--- config.mk ---
export PLATFORM = sky130hd
export DESIGN_NAME = pattern_sweep_ctrl
export DESIGN_NICKNAME = d
export VERILOG_FILES = /design/src/rtl/pattern_sweep_pkg.sv /design/src/rtl/pattern_sweep_ctrl_timer.sv /design/src/rtl/pattern_sweep_ctrl.sv
export SDC_FILE = /design/constraint.sdc
export NUM_CORES = 1
export LEC_CHECK = 0
export CORE_MARGIN = 4
export CORE_UTILIZATION = 50
export DETAILED_ROUTE_END_ITERATION = 6
export DONT_BUFFER_PORTS = 1
export SLEW_MARGIN = 10
export SYNTH_ARGS = -nofsm -noshare
export SYNTH_HDL_FRONTEND = slang
export SYNTH_SLANG_ARGS = --single-unit
--- constraint.sdc ---
create_clock -name CK -period 6 [get_ports CK]
set_input_delay 0.9 -clock CK [delete_from_list [all_inputs] [get_ports CK]]
set_output_delay 0.9 -clock CK [all_outputs]
set_load 0.05 [all_outputs]
--- src/rtl/pattern_sweep_pkg.sv ---
// Shared types and defaults for the exhaustive pattern sweep sequencer.
package pattern_sweep_pkg;

  // Default sweep geometry: 5 input bits, 1 response bit, 1-cycle settle and DUT reset
  localparam int DEF_N_WIDTH        = 5;
  localparam int DEF_OUT_WIDTH      = 1;
  localparam int DEF_SETTLE_CYCLES  = 1;
  localparam int DEF_DUT_RST_CYCLES = 1;

  // Width of the shared settle/reset down-counter
  localparam int TIMER_W = 16;

  // Sequencer states
  typedef enum logic [2:0] {
    IDLE,
    DRST,
    SETTLE,
    EMIT,
    DONE
  } sweep_state_t;

  // The timer flags its final cycle when it reaches zero, so a phase of
  // 'cycles' cycles is loaded with cycles-1.
  function automatic logic [TIMER_W-1:0] timerReload(input int cycles);
    return TIMER_W'(cycles - 1);
  endfunction

endpackage

--- src/rtl/pattern_sweep_ctrl_timer.sv ---
// Loadable down-counter with a zero flag, shared by the DUT-reset and
// settle phases of the sweep sequencer.
module sweep_timer
  import pattern_sweep_pkg::*;
#(
  parameter int W = TIMER_W
) (
  input  logic         CK,
  input  logic         reset,
  input  logic         i_load,
  input  logic [W-1:0] i_loadValue,
  input  logic         i_enable,
  output logic         o_zero
);

  logic [W-1:0] r_count;

  // Load takes priority; otherwise count down while enabled and stop at zero
  always_ff @(posedge CK or negedge reset) begin
    if (!reset) begin
      r_count <= '0;
    end else if (i_load) begin
      r_count <= i_loadValue;
    end else if (i_enable && (r_count != '0)) begin
      r_count <= r_count - W'(1);
    end
  end

  assign o_zero = (r_count == '0);

endmodule

--- src/rtl/pattern_sweep_ctrl.sv ---
// Sweep sequencer: drives every input pattern of a benchmark DUT in binary
// order, holds each one for a settle time, captures the response and hands
// (pattern, response) records to a logger over valid/ready. Also counts
// records whose response was nonzero.
module pattern_sweep_ctrl
  import pattern_sweep_pkg::*;
#(
  parameter int N_WIDTH        = DEF_N_WIDTH,
  parameter int OUT_WIDTH      = DEF_OUT_WIDTH,
  parameter int SETTLE_CYCLES  = DEF_SETTLE_CYCLES,
  parameter int DUT_RST_CYCLES = DEF_DUT_RST_CYCLES
) (
  input  logic                 CK,
  input  logic                 reset,
  input  logic                 start,
  input  logic                 abort,
  output logic [0:N_WIDTH-1]   N,
  output logic                 dut_rst,
  input  logic [OUT_WIDTH-1:0] dut_out,
  output logic                 rec_valid,
  input  logic                 rec_ready,
  output logic [0:N_WIDTH-1]   rec_pattern,
  output logic [OUT_WIDTH-1:0] rec_response,
  output logic                 busy,
  output logic                 done,
  output logic [N_WIDTH:0]     hit_count
);

  localparam logic [N_WIDTH-1:0] LAST_PATTERN = '1;

  sweep_state_t r_state;
  sweep_state_t w_nextState;

  logic [N_WIDTH-1:0]   r_pattern;
  logic [OUT_WIDTH-1:0] r_response;
  logic [N_WIDTH:0]     r_hitCount;

  logic               w_timerLoad;
  logic [TIMER_W-1:0] w_timerLoadValue;
  logic               w_timerEnable;
  logic               w_timerZero;

  logic w_clearSweep;
  logic w_advance;
  logic w_capture;
  logic w_handshake;

  sweep_timer #(
    .W (TIMER_W)
  ) u_timer (
    .CK          (CK),
    .reset       (reset),
    .i_load      (w_timerLoad),
    .i_loadValue (w_timerLoadValue),
    .i_enable    (w_timerEnable),
    .o_zero      (w_timerZero)
  );

  // State register
  always_ff @(posedge CK or negedge reset) begin
    if (!reset) begin
      r_state <= IDLE;
    end else begin
      r_state <= w_nextState;
    end
  end

  // Next-state and datapath control; abort always wins over progress
  always_comb begin
    w_nextState      = r_state;
    w_timerLoad      = 1'b0;
    w_timerLoadValue = '0;
    w_timerEnable    = 1'b0;
    w_clearSweep     = 1'b0;
    w_advance        = 1'b0;
    w_capture        = 1'b0;
    w_handshake      = (r_state == EMIT) && rec_ready;

    unique case (r_state)
      IDLE: begin
        if (start && !abort) begin
          w_nextState      = DRST;
          w_clearSweep     = 1'b1;
          w_timerLoad      = 1'b1;
          w_timerLoadValue = timerReload(DUT_RST_CYCLES);
        end
      end

      DRST: begin
        if (abort) begin
          w_nextState = IDLE;
        end else if (w_timerZero) begin
          w_nextState      = SETTLE;
          w_timerLoad      = 1'b1;
          w_timerLoadValue = timerReload(SETTLE_CYCLES);
        end else begin
          w_timerEnable = 1'b1;
        end
      end

      SETTLE: begin
        if (abort) begin
          w_nextState = IDLE;
        end else if (w_timerZero) begin
          w_nextState = EMIT;
          w_capture   = 1'b1;
        end else begin
          w_timerEnable = 1'b1;
        end
      end

      EMIT: begin
        if (abort) begin
          w_nextState = IDLE;
        end else if (w_handshake) begin
          if (r_pattern == LAST_PATTERN) begin
            w_nextState = DONE;
          end else begin
            w_nextState      = SETTLE;
            w_advance        = 1'b1;
            w_timerLoad      = 1'b1;
            w_timerLoadValue = timerReload(SETTLE_CYCLES);
          end
        end
      end

      DONE: begin
        w_nextState = IDLE;
      end

      default: begin
        w_nextState = IDLE;
      end
    endcase
  end

  // Pattern, captured response and hit counter; a handshake that lands in
  // the abort cycle still counts as a transferred record
  always_ff @(posedge CK or negedge reset) begin
    if (!reset) begin
      r_pattern  <= '0;
      r_response <= '0;
      r_hitCount <= '0;
    end else begin
      if (w_clearSweep) begin
        r_pattern  <= '0;
        r_hitCount <= '0;
      end else begin
        if (w_advance) begin
          r_pattern <= r_pattern + N_WIDTH'(1);
        end
        if (w_handshake && (r_response != '0)) begin
          r_hitCount <= r_hitCount + (N_WIDTH + 1)'(1);
        end
      end
      if (w_capture) begin
        r_response <= dut_out;
      end
    end
  end

  // Status strobes decode straight from the state register, so they change
  // only on clock edges; N and rec_pattern both mirror the pattern register
  // with N[0] as the MSB
  assign N            = r_pattern;
  assign rec_pattern  = r_pattern;
  assign rec_response = r_response;
  assign hit_count    = r_hitCount;
  assign busy         = (r_state != IDLE);
  assign done         = (r_state == DONE);
  assign dut_rst      = (r_state == DRST);
  assign rec_valid    = (r_state == EMIT);

endmodule

---- Word level (Yosys, flattened, before mapping) ----
Index checks and enable logic that the tools add are counted.
operators by class
  add/subtract/negate cells ............... 3
  multipliers ............................. 0
  div/mod/pow operators ................... 0
  $lt $le $gt $ge ......................... 0
  eq/ne operators ......................... 9
  shift operators ......................... 0
  mux-type cells .......................... 28
  bitwise gates (word level) .............. 0
  reduce and logical (&&, ||, !) cells .... 14
operators with widths
  operator                 number
  $mux W16                 2
  $mux W3                  8
  $logic_not A16 Y1        1
  $reduce_bool A16 Y1      1
  $sub A16 B1 Y16 const B  1
  $mux W1                  12
  $mux W6                  2
  $pmux W3 S4              1
  $mux W5                  2
  $ne A3 B2 Y1 const B     3
  $add A6 B1 Y6 const B    1
  $eq A3 B2 Y1 const B     2
  $reduce_bool A2 Y1       3
  $add A5 B1 Y5 const B    1
  $eq A5 B5 Y1 const B     1
  $logic_and A1 B1 Y1      4
  $reduce_and A4 Y1        1
  $eq A3 B1 Y1 const B     1
  $eq A3 B3 Y1 const B     1
  $logic_not A3 Y1         1
  $pmux W1 S3              1
  $reduce_bool A3 Y1       1
  $ne A2 B2 Y1 const B     1
  $reduce_or A2 Y1         1
  $logic_not A1 Y1         1
word-level totals
  register bits after elaboration ......... 31
  latch bits .............................. 0
  RAM bits ................................ 0
  memory bits (read-only) ................. 0
  bits of input ports ..................... 6
  logic and storage cells ................. 59
  memories ................................ 0

---- Longest topological paths before layout ----
Gate-level depths: netlist of the first run.
  word-level depth ........................ 7
  depth in mapped cells ................... 9
  mapped depth without buffers ............ 7

---- Modules after synthesis ----
Synthesis of the first run repeated with hierarchy kept, for this count alone.
second synthesis, totals
  cells, all modules ...................... 215
  area total of the unflattened synthesis .. 1959.4 um^2
by module, submodules not included
  module              times used  cells each  area an instance (um^2)  sequential area each (um^2)
  sweep_timer         1           124         1063.5                   400.4
  pattern_sweep_ctrl  1           91          895.9                    375.4

---- Worst setup path after synthesis of the first run ----
OpenSTA, ideal clock, no wires.
  path kind ............................... register to register
  start ................................... register r_pattern[0] (netlist: N[4])
  end ..................................... register u_timer.r_count[5]
  library setup time ...................... 77 ps
  arrival ................................. 2129 ps
  data required time ...................... 5923 ps
  slack ................................... 3794 ps
  stages on the path, launching flop included .. 10
  path buffers ............................ 2
  cells stage by stage .................... dfrtp_1 ha_1 and3_1 ha_1 nor2_1 and2_0 clkbuf_2 a211o_1 buf_4 a21oi_1
on the way
  cells in the longest elaborated chain, start to end .. 6
  elaborated cells between the ends (all ways) .. 7
  those cells by class .................... eq/ne (1); mux (5); reduce/logical (1)
RTL lines
  element                                         line                            RTL
  from (decl)                                     pattern_sweep_ctrl.sv:34        logic [N_WIDTH-1:0] r_pattern;
  from (signal assigned)                          pattern_sweep_ctrl.sv:150       r_pattern <= r_pattern + N_WIDTH'(1);
  $eq A5 B5 Y1 *                                  pattern_sweep_ctrl.sv:116       if (r_pattern == LAST_PATTERN) begin
  $mux W1 *                                       pattern_sweep_ctrl.sv:116
  $mux W1 *                                       pattern_sweep_ctrl.sv:115       end else if (w_handshake) begin
  $mux W1 *                                       pattern_sweep_ctrl.sv:113       if (abort) begin
  $pmux W1 S3 *                                   pattern_sweep_ctrl.sv:79        unique case (r_state)
  $mux W16 or $reduce_bool A2 Y1 (tied branches)  --
  to (signal assigned)                            pattern_sweep_ctrl_timer.sv:23  r_count <= i_loadValue;
  to (signal assigned)                            pattern_sweep_ctrl_timer.sv:25  r_count <= r_count - W'(1);
  to (decl)                                       pattern_sweep_ctrl_timer.sv:16  logic [W-1:0] r_count;
Mark *: on every way between the ends. The rest lies on a longest branch, timed or not.
A chain may end at the register's enable or synchronous reset.

---- Worst setup path in the final report of the first run ----
  start ................................... register r_pattern[0] (netlist: N[4])
  end ..................................... register u_timer.r_count[10]
Same word-level chain as after synthesis.

==> reports/metrics.csv, run 1 <==
metric;value;unit
I/O pin count;27;
Worst setup EP type;flip-flop;
drt wl/cell;16.04;µm
reg2reg start;N[4];
Pint;363.8;µW
top-area cell type share of the netlist area;41.72;%
Starting Density;53.61;%
CTS buffer count;5;
Die H;68.98;µm
crit path max fanout;16;
GRT Total Usage;18.07;%
die width;68.98;µm
synth warn;0;
Routed WL;3.801;mm
Synth Flop Type;dfrtp_1;
slowest stage delay, CP;0.76;ns
synth-to-layout area growth;2.893;%
Final Critical Period;2.985;ns
Async SR Flop Fraction;100.0;%
H-tree levels;2;
DP Wirelength;2.741;mm
# fillers;329;
syn_nets;209;
Vias;1469;
setup violators final;0;
Post-DRT Antenna Nets;0;
critical path's slowest cell;dfrtp_1;
Post-DP Area;0.001813;mm²
TNS Setup;0;ns
initial antenna violation count;0;
Synth area leader;dfrtp_1;
I/O Buffers;0;
CP arrival;3.16;ns
worst path cell trace;ha_1 -> and3_1 -> ha_1 -> nor2_1 -> and2_0 -> a211o_1 -> o21ba_2;
P per Cell Area;324.5;mW/mm²
Post-CTS Resized;0;
maximum vdd drop;0.2335;mV
Clock Pin Slew Worst Setup and Hold Paths;0.07;ns
Initial DRC Count;90;
post-route cell area;0.001913;mm²
vias in the first global route;1413;
Cell Area, Synth;0.001859;mm²
Final Hold Viols;0;
register area share after synthesis;41.72;%
status;completed;
slew margin rel.;34.98;%
clock network fraction of total power;29.4;%
Tcrit/Tclk final;49.75;%
largest net degree at the start of global routing;32;
DRC;0;
placed cell count;229;
RSZ-0062 raised after global routing;false;
Flop pwr share;50.0;%
Final nets;201;
Core Area;0.003468;mm²
FP Rows;21;
number of synthesized register bits;31;
required time of the critical path;6.18;ns
first-pass GRT wire length;6.320;mm
largest cells by area after synthesis;dfrtp_1, a21oi_1, nor2_1, buf_4, ha_1;
reg-to-reg setup timing slack;3.02;ns
Worst R2R End;u_timer.r_count[10];
Root Buffer Master;clkbuf_8;
post-synth cell types;47;
Post-Route Skew;0.004233;ns
Synth top cells by count;dfrtp_1, nor2_1, a21oi_1, nand2_1, nand3_1;
Via density;6.198;
Max Cap Viol;0;
fin cells;237;
Tightest Pin Transition;0.9753;ns
CTS hold repair buffers;0;
leading cell type by number of instances after synthesis;dfrtp_1;
Inserted Diodes;0;
Clock Sinks;31;
highest clock rate;335.0;MHz
HP Class;primary input to async pin;
Worst Path Class, Setup;flip-flop to flip-flop;
gr ovfl total;0;
Comb power frac;20.6;%
Post-CTS Setup Inserts;0;
CTS tree;built;
CP startpoint kind;flip-flop;
Post-synth EDFFs;0;
Placer Congestion;0.8516;
R2R depth;7;
Leak Pwr;0.0008682;µW
Psw;257.0;µW
sw frac;41.39;%
die area;0.004758;mm²
later-pin clock latency in the skew report;0.28;ns
most frequent CP cell;ha_1;
Pins Over Slew Limit;0;
clock tree buffer depth;2;
Mapped Avg Cell Area;9.390;µm²
layout cells sized above 1;8.901;%
Syn Inst Count;198;
detailed-router iteration count before antenna repair;5;
cell families after synthesis:
| family | count (synthesis) | synth area share [%] |
|---|---|---|
| DFF | 31 | 41.72 |
| and+or+nand+nor | 92 | 29.48 |
| AOI/OAI and AO/OA | 43 | 14.54 |
| xor gates and xnor gates | 8 | 3.769 |
| muxes | 2 | 1.144 |
| adders and majority gates | 5 | 3.365 |
| buffers and inverters | 17 | 5.989 |
worst max-delay path, delay by kind of cell, from the launching register on:
kind                       cells  cell delay (ns)
adders and majority gates      2             0.64
and+or+nand+nor                3             0.72
AOI/OAI and AO/OA              2             0.75
DFF                            1             0.76
through the flow:
step / total power (µW) / hold slack [ns] / util [%] / worst slack [ns]
2_1_floorplan: 429.7 / 0.5300 / - / 3.794
4_1_cts: 625.0 / 0.2977 / 55.16 / 3.015
5_1_grt: 652.6 / 0.2848 / 55.16 / 2.879
6_report: 620.8 / 0.3048 / 55.16 / 3.015
3_5_place_dp: 442.9 / 0.5507 / 52.27 / 3.033
3_3_place_gp: 438.4 / 0.5516 / 52.27 / 3.144
layout make-up:
class                      instances  area (µm²)  share of cell area, %
sequential                        31       775.7                  40.55
clock buffer                       8       100.1                  5.232
tap                               46       57.56                  3.009
inverter                           2       7.507                 0.3924
multi-input combinational        150       972.2                  50.82
how the worst max path moves through the flow:
stage | from | to | slack (ns) | cells past startpoint
2_1_floorplan | N[4] | u_timer.r_count[5] | 3.79 | 9
3_3_place_gp | N[4] | u_timer.r_count[10] | 3.14 | 7
6_report | N[4] | u_timer.r_count[10] | 3.02 | 7
3_5_place_dp | N[4] | u_timer.r_count[10] | 3.03 | 7
4_1_cts | N[4] | u_timer.r_count[10] | 3.01 | 7
5_1_grt | N[4] | u_timer.r_count[10] | 2.88 | 7
sequential cells by signal, summed over array words and instances, names as in the netlist:
register / flops
u_timer.r_count: 16
hit_count: 6
N: 5
r_state: 3
rec_response: 1
power groups by stage:
stage          Combinational (µW)  Sequential, µW  Clock (µW)
2_1_floorplan                 145             284           0
3_3_place_gp                  125             313           0
3_5_place_dp                  129             314           0
4_1_cts                       129             310         186
5_1_grt                       142             315         196
6_report                      128             310         182
metal layers:
metal  GRT usage [%]  share of wire, %
met1           22.12                47
met2           29.64                46
met3           6.321               6.2
met4           5.839               1.2
met5               0                 0
layout by cell type (no fill, tap or decap), types with 2 or more instances in the layout:
cell type and n:
or4b_1 3, nor4_2 2, dfrtp_1 31, o21ai_0 9, nand2b_1 3, o31a_1 2, nor4_1 3, xor2_1 7
and3_1 5, nand2_1 16, ha_1 5, nor3_1 2, nor2_1 20, clkbuf_8 7, or4_1 4, or4_2 2
o21bai_1 2, nand3_1 10, a21oi_1 16, o31ai_1 8, or3_1 7, nand4_1 3, inv_1 2
No activity file was read; power rests on OpenSTA's default activity.
==> inputs of run 2 (changes only) <==
PLACE_DENSITY = 0.68   (was unset)
clock period = 2.6 ns   (was 6 ns; I/O delays follow)
==> reports/metrics.csv, run 2 (synthesis gave the netlist of run 1 again) <==
metric;value;unit;change
Core Area;0.003468;mm²;unchanged
Final nets;214;;+6.5%
die area;0.004758;mm²;unchanged
die width;68.98;µm;unchanged
slew margin rel.;58.51;%;+24 points
I/O pin count;27;;unchanged
HP Class;primary input to flip-flop;;
TNS Setup;0;ns;unchanged
Pins Over Slew Limit;0;;unchanged
clock tree buffer depth;2;;unchanged
Setup WS post-layout;0.3031;ns;-2.712 ns
placed cell count;240;;+4.8%
Routed WL;3.947;mm;+3.8%
detailed-router iteration count before antenna repair;4;;-1
critical path endpoint;u_timer.r_count[5];;
reg-to-reg setup timing slack;0.30;ns;-2.71 ns
worst slack at placement;0.3366;ns;-2.696 ns
crit path max fanout;9;;-7
Post-Route Skew;0.005709;ns;+0.001476 ns
required time of the critical path;2.76;ns;-3.42 ns
critical path's slowest cell;dfrtp_1;;
slowest stage delay, CP;0.40;ns;-0.36 ns
Tightest Pin Transition;0.6224;ns;-0.3529 ns
synth-to-layout area growth;8.143;%;
Leak Pwr;0.0009299;µW;+7.1%
drt wl/cell;15.79;µm;-1.6%
first-pass GRT wire length;6.548;mm;+3.6%
H-tree levels;2;;unchanged
Via density;5.960;;-3.8%
post-route cell area;0.002011;mm²;+5.1%
leading cell types in the layout, fill and taps excluded;dfrtp_1, nor2_1, nand2_1, a21oi_1, buf_4;;
FP Rows;21;;unchanged
Placer Congestion;0.8251;;-3.1%
initial antenna violation count;0;;unchanged
R2R depth;8;;+1
RSZ-0062 raised after global routing;false;;
Inserted Diodes;0;;unchanged
Worst Path Class, Setup;flip-flop to flip-flop;;
Post-CTS Setup Inserts;0;;unchanged
CTS buffer count;5;;unchanged
GRT Total Usage;18.85;%;+0.78 points
Initial DRC Count;78;;-13%
CP startpoint kind;flip-flop;;
Max Cap Viol;0;;unchanged
Worst setup EP type;flip-flop;;
Die H;68.98;µm;unchanged
reg2reg start;N[4];;
Post-DRT Antenna Nets;0;;unchanged
DRC;0;;unchanged
fin cells;250;;+5.5%
Clock Sinks;31;;unchanged
post-layout util;57.97;%;+2.8 points
CTS tree;built;;
max reg flops;16;;unchanged
DP Wirelength;2.779;mm;+1.4%
later-pin clock latency in the skew report;0.29;ns;about the same
highest clock rate;435.4;MHz;+30%
status;completed;;
Starting Density;53.61;%;unchanged
commonest non-fill, non-tap cell in the layout;dfrtp_1;;
layout cells sized above 1;14.22;%;+5.3 points
Final Critical Period;2.297;ns;-0.6880 ns
worst path cell trace;ha_1 -> and3_1 -> ha_1 -> nor2_1 -> and2_0 -> a211o_1 -> buf_4 -> a21oi_1;;
I/O Buffers;0;;unchanged
Final Hold Viols;0;;unchanged
Worst Setup SP;N[4];;
most flop-heavy register;u_timer.r_count;;
Post-DP Area;0.001896;mm²;+4.6%
maximum vdd drop;0.4983;mV;+110%
Clock Pin Slew Worst Setup and Hold Paths;0.07;ns;about the same
Root Buffer Master;clkbuf_8;;
setup violators final;0;;unchanged
CP arrival;2.46;ns;-0.70 ns
most frequent CP cell;ha_1;;
Vias;1490;;+1.4%
gr ovfl total;0;;unchanged
P per Cell Area;716.2;mW/mm²;+120%
Tcrit/Tclk final;88.34;%;+39 points
Worst R2R End;u_timer.r_count[5];;
largest net degree at the start of global routing;32;;unchanged
vias in the first global route;1472;;+4.2%
run 2: cell types whose count changed in the layout (fill, tap and decap cells not counted), sizes merged:
cell,change
dlygate4sd3,+1
clkinvlp,+1
clkbuf,-2
buf,+12
clkinv,+1
run 2: worst min-delay path by stage:
| stage | startpoint | endpoint | cells past startpoint |
|---|---|---|---|
| detailed placement | reset | u_timer.r_count[15] | 0 |
| global placement | reset | u_timer.r_count[15] | 0 |
| finish | dut_out | rec_response | 1 |
| floorplan | reset | N[0] | 0 |
| global route | dut_out | rec_response | 1 |
| CTS | dut_out | rec_response | 1 |
run 2: routing by layer:
metal	GRT usage, %	vias up	routed length, µm
li1	-	731	-
met3	5.673	7	204
met4	8.273	0	59
met2	29.17	36	1857
met1	24.26	716	1827
met5	0	-	0
run 2: metrics by stage:
| stage | power, µW | hold slack [ns] |
|---|---|---|
| finish | 1440 | 0.2465 |
| global route | 1518 | 0.2324 |
| CTS | 1453 | 0.2394 |
| detailed placement | 1065 | 0.09526 |
| global placement | 1047 | 0.09572 |
| floorplan | 991.5 | 0.09441 |
run 2: repair_timing:
item,4_1_cts,5_1_grt
hold endpoints to repair,31,0
hold buffers,2,0
gates resized for setup,0,0
run 2: worst max-delay path, delay by kind of cell, from the launching register on:
kind                       cells  cell delay [ns]
DFF                            1             0.40
buffers and inverters          1             0.23
and+or+nand+nor                3             0.73
adders and majority gates      2             0.42
AOI/OAI and AO/OA              2             0.39
run 2: power by group:
group | switching [µW] | total (µW) | internal, µW
sequential | 132 | 650 | 518
clock | 182 | 368 | 187
combinational | 303 | 422 | 119
run 2: final cells by class:
cell class | instances | area, µm²
Sequential cell | 31 | 775.7
Inverter | 2 | 7.507
Clock inverter | 2 | 12.51
Fill cell | 330 | 1458
Clock buffer | 6 | 72.57
Timing Repair Buffer | 13 | 112.6
Tap cell | 46 | 57.56
Multi-Input combinational cell | 150 | 972.2
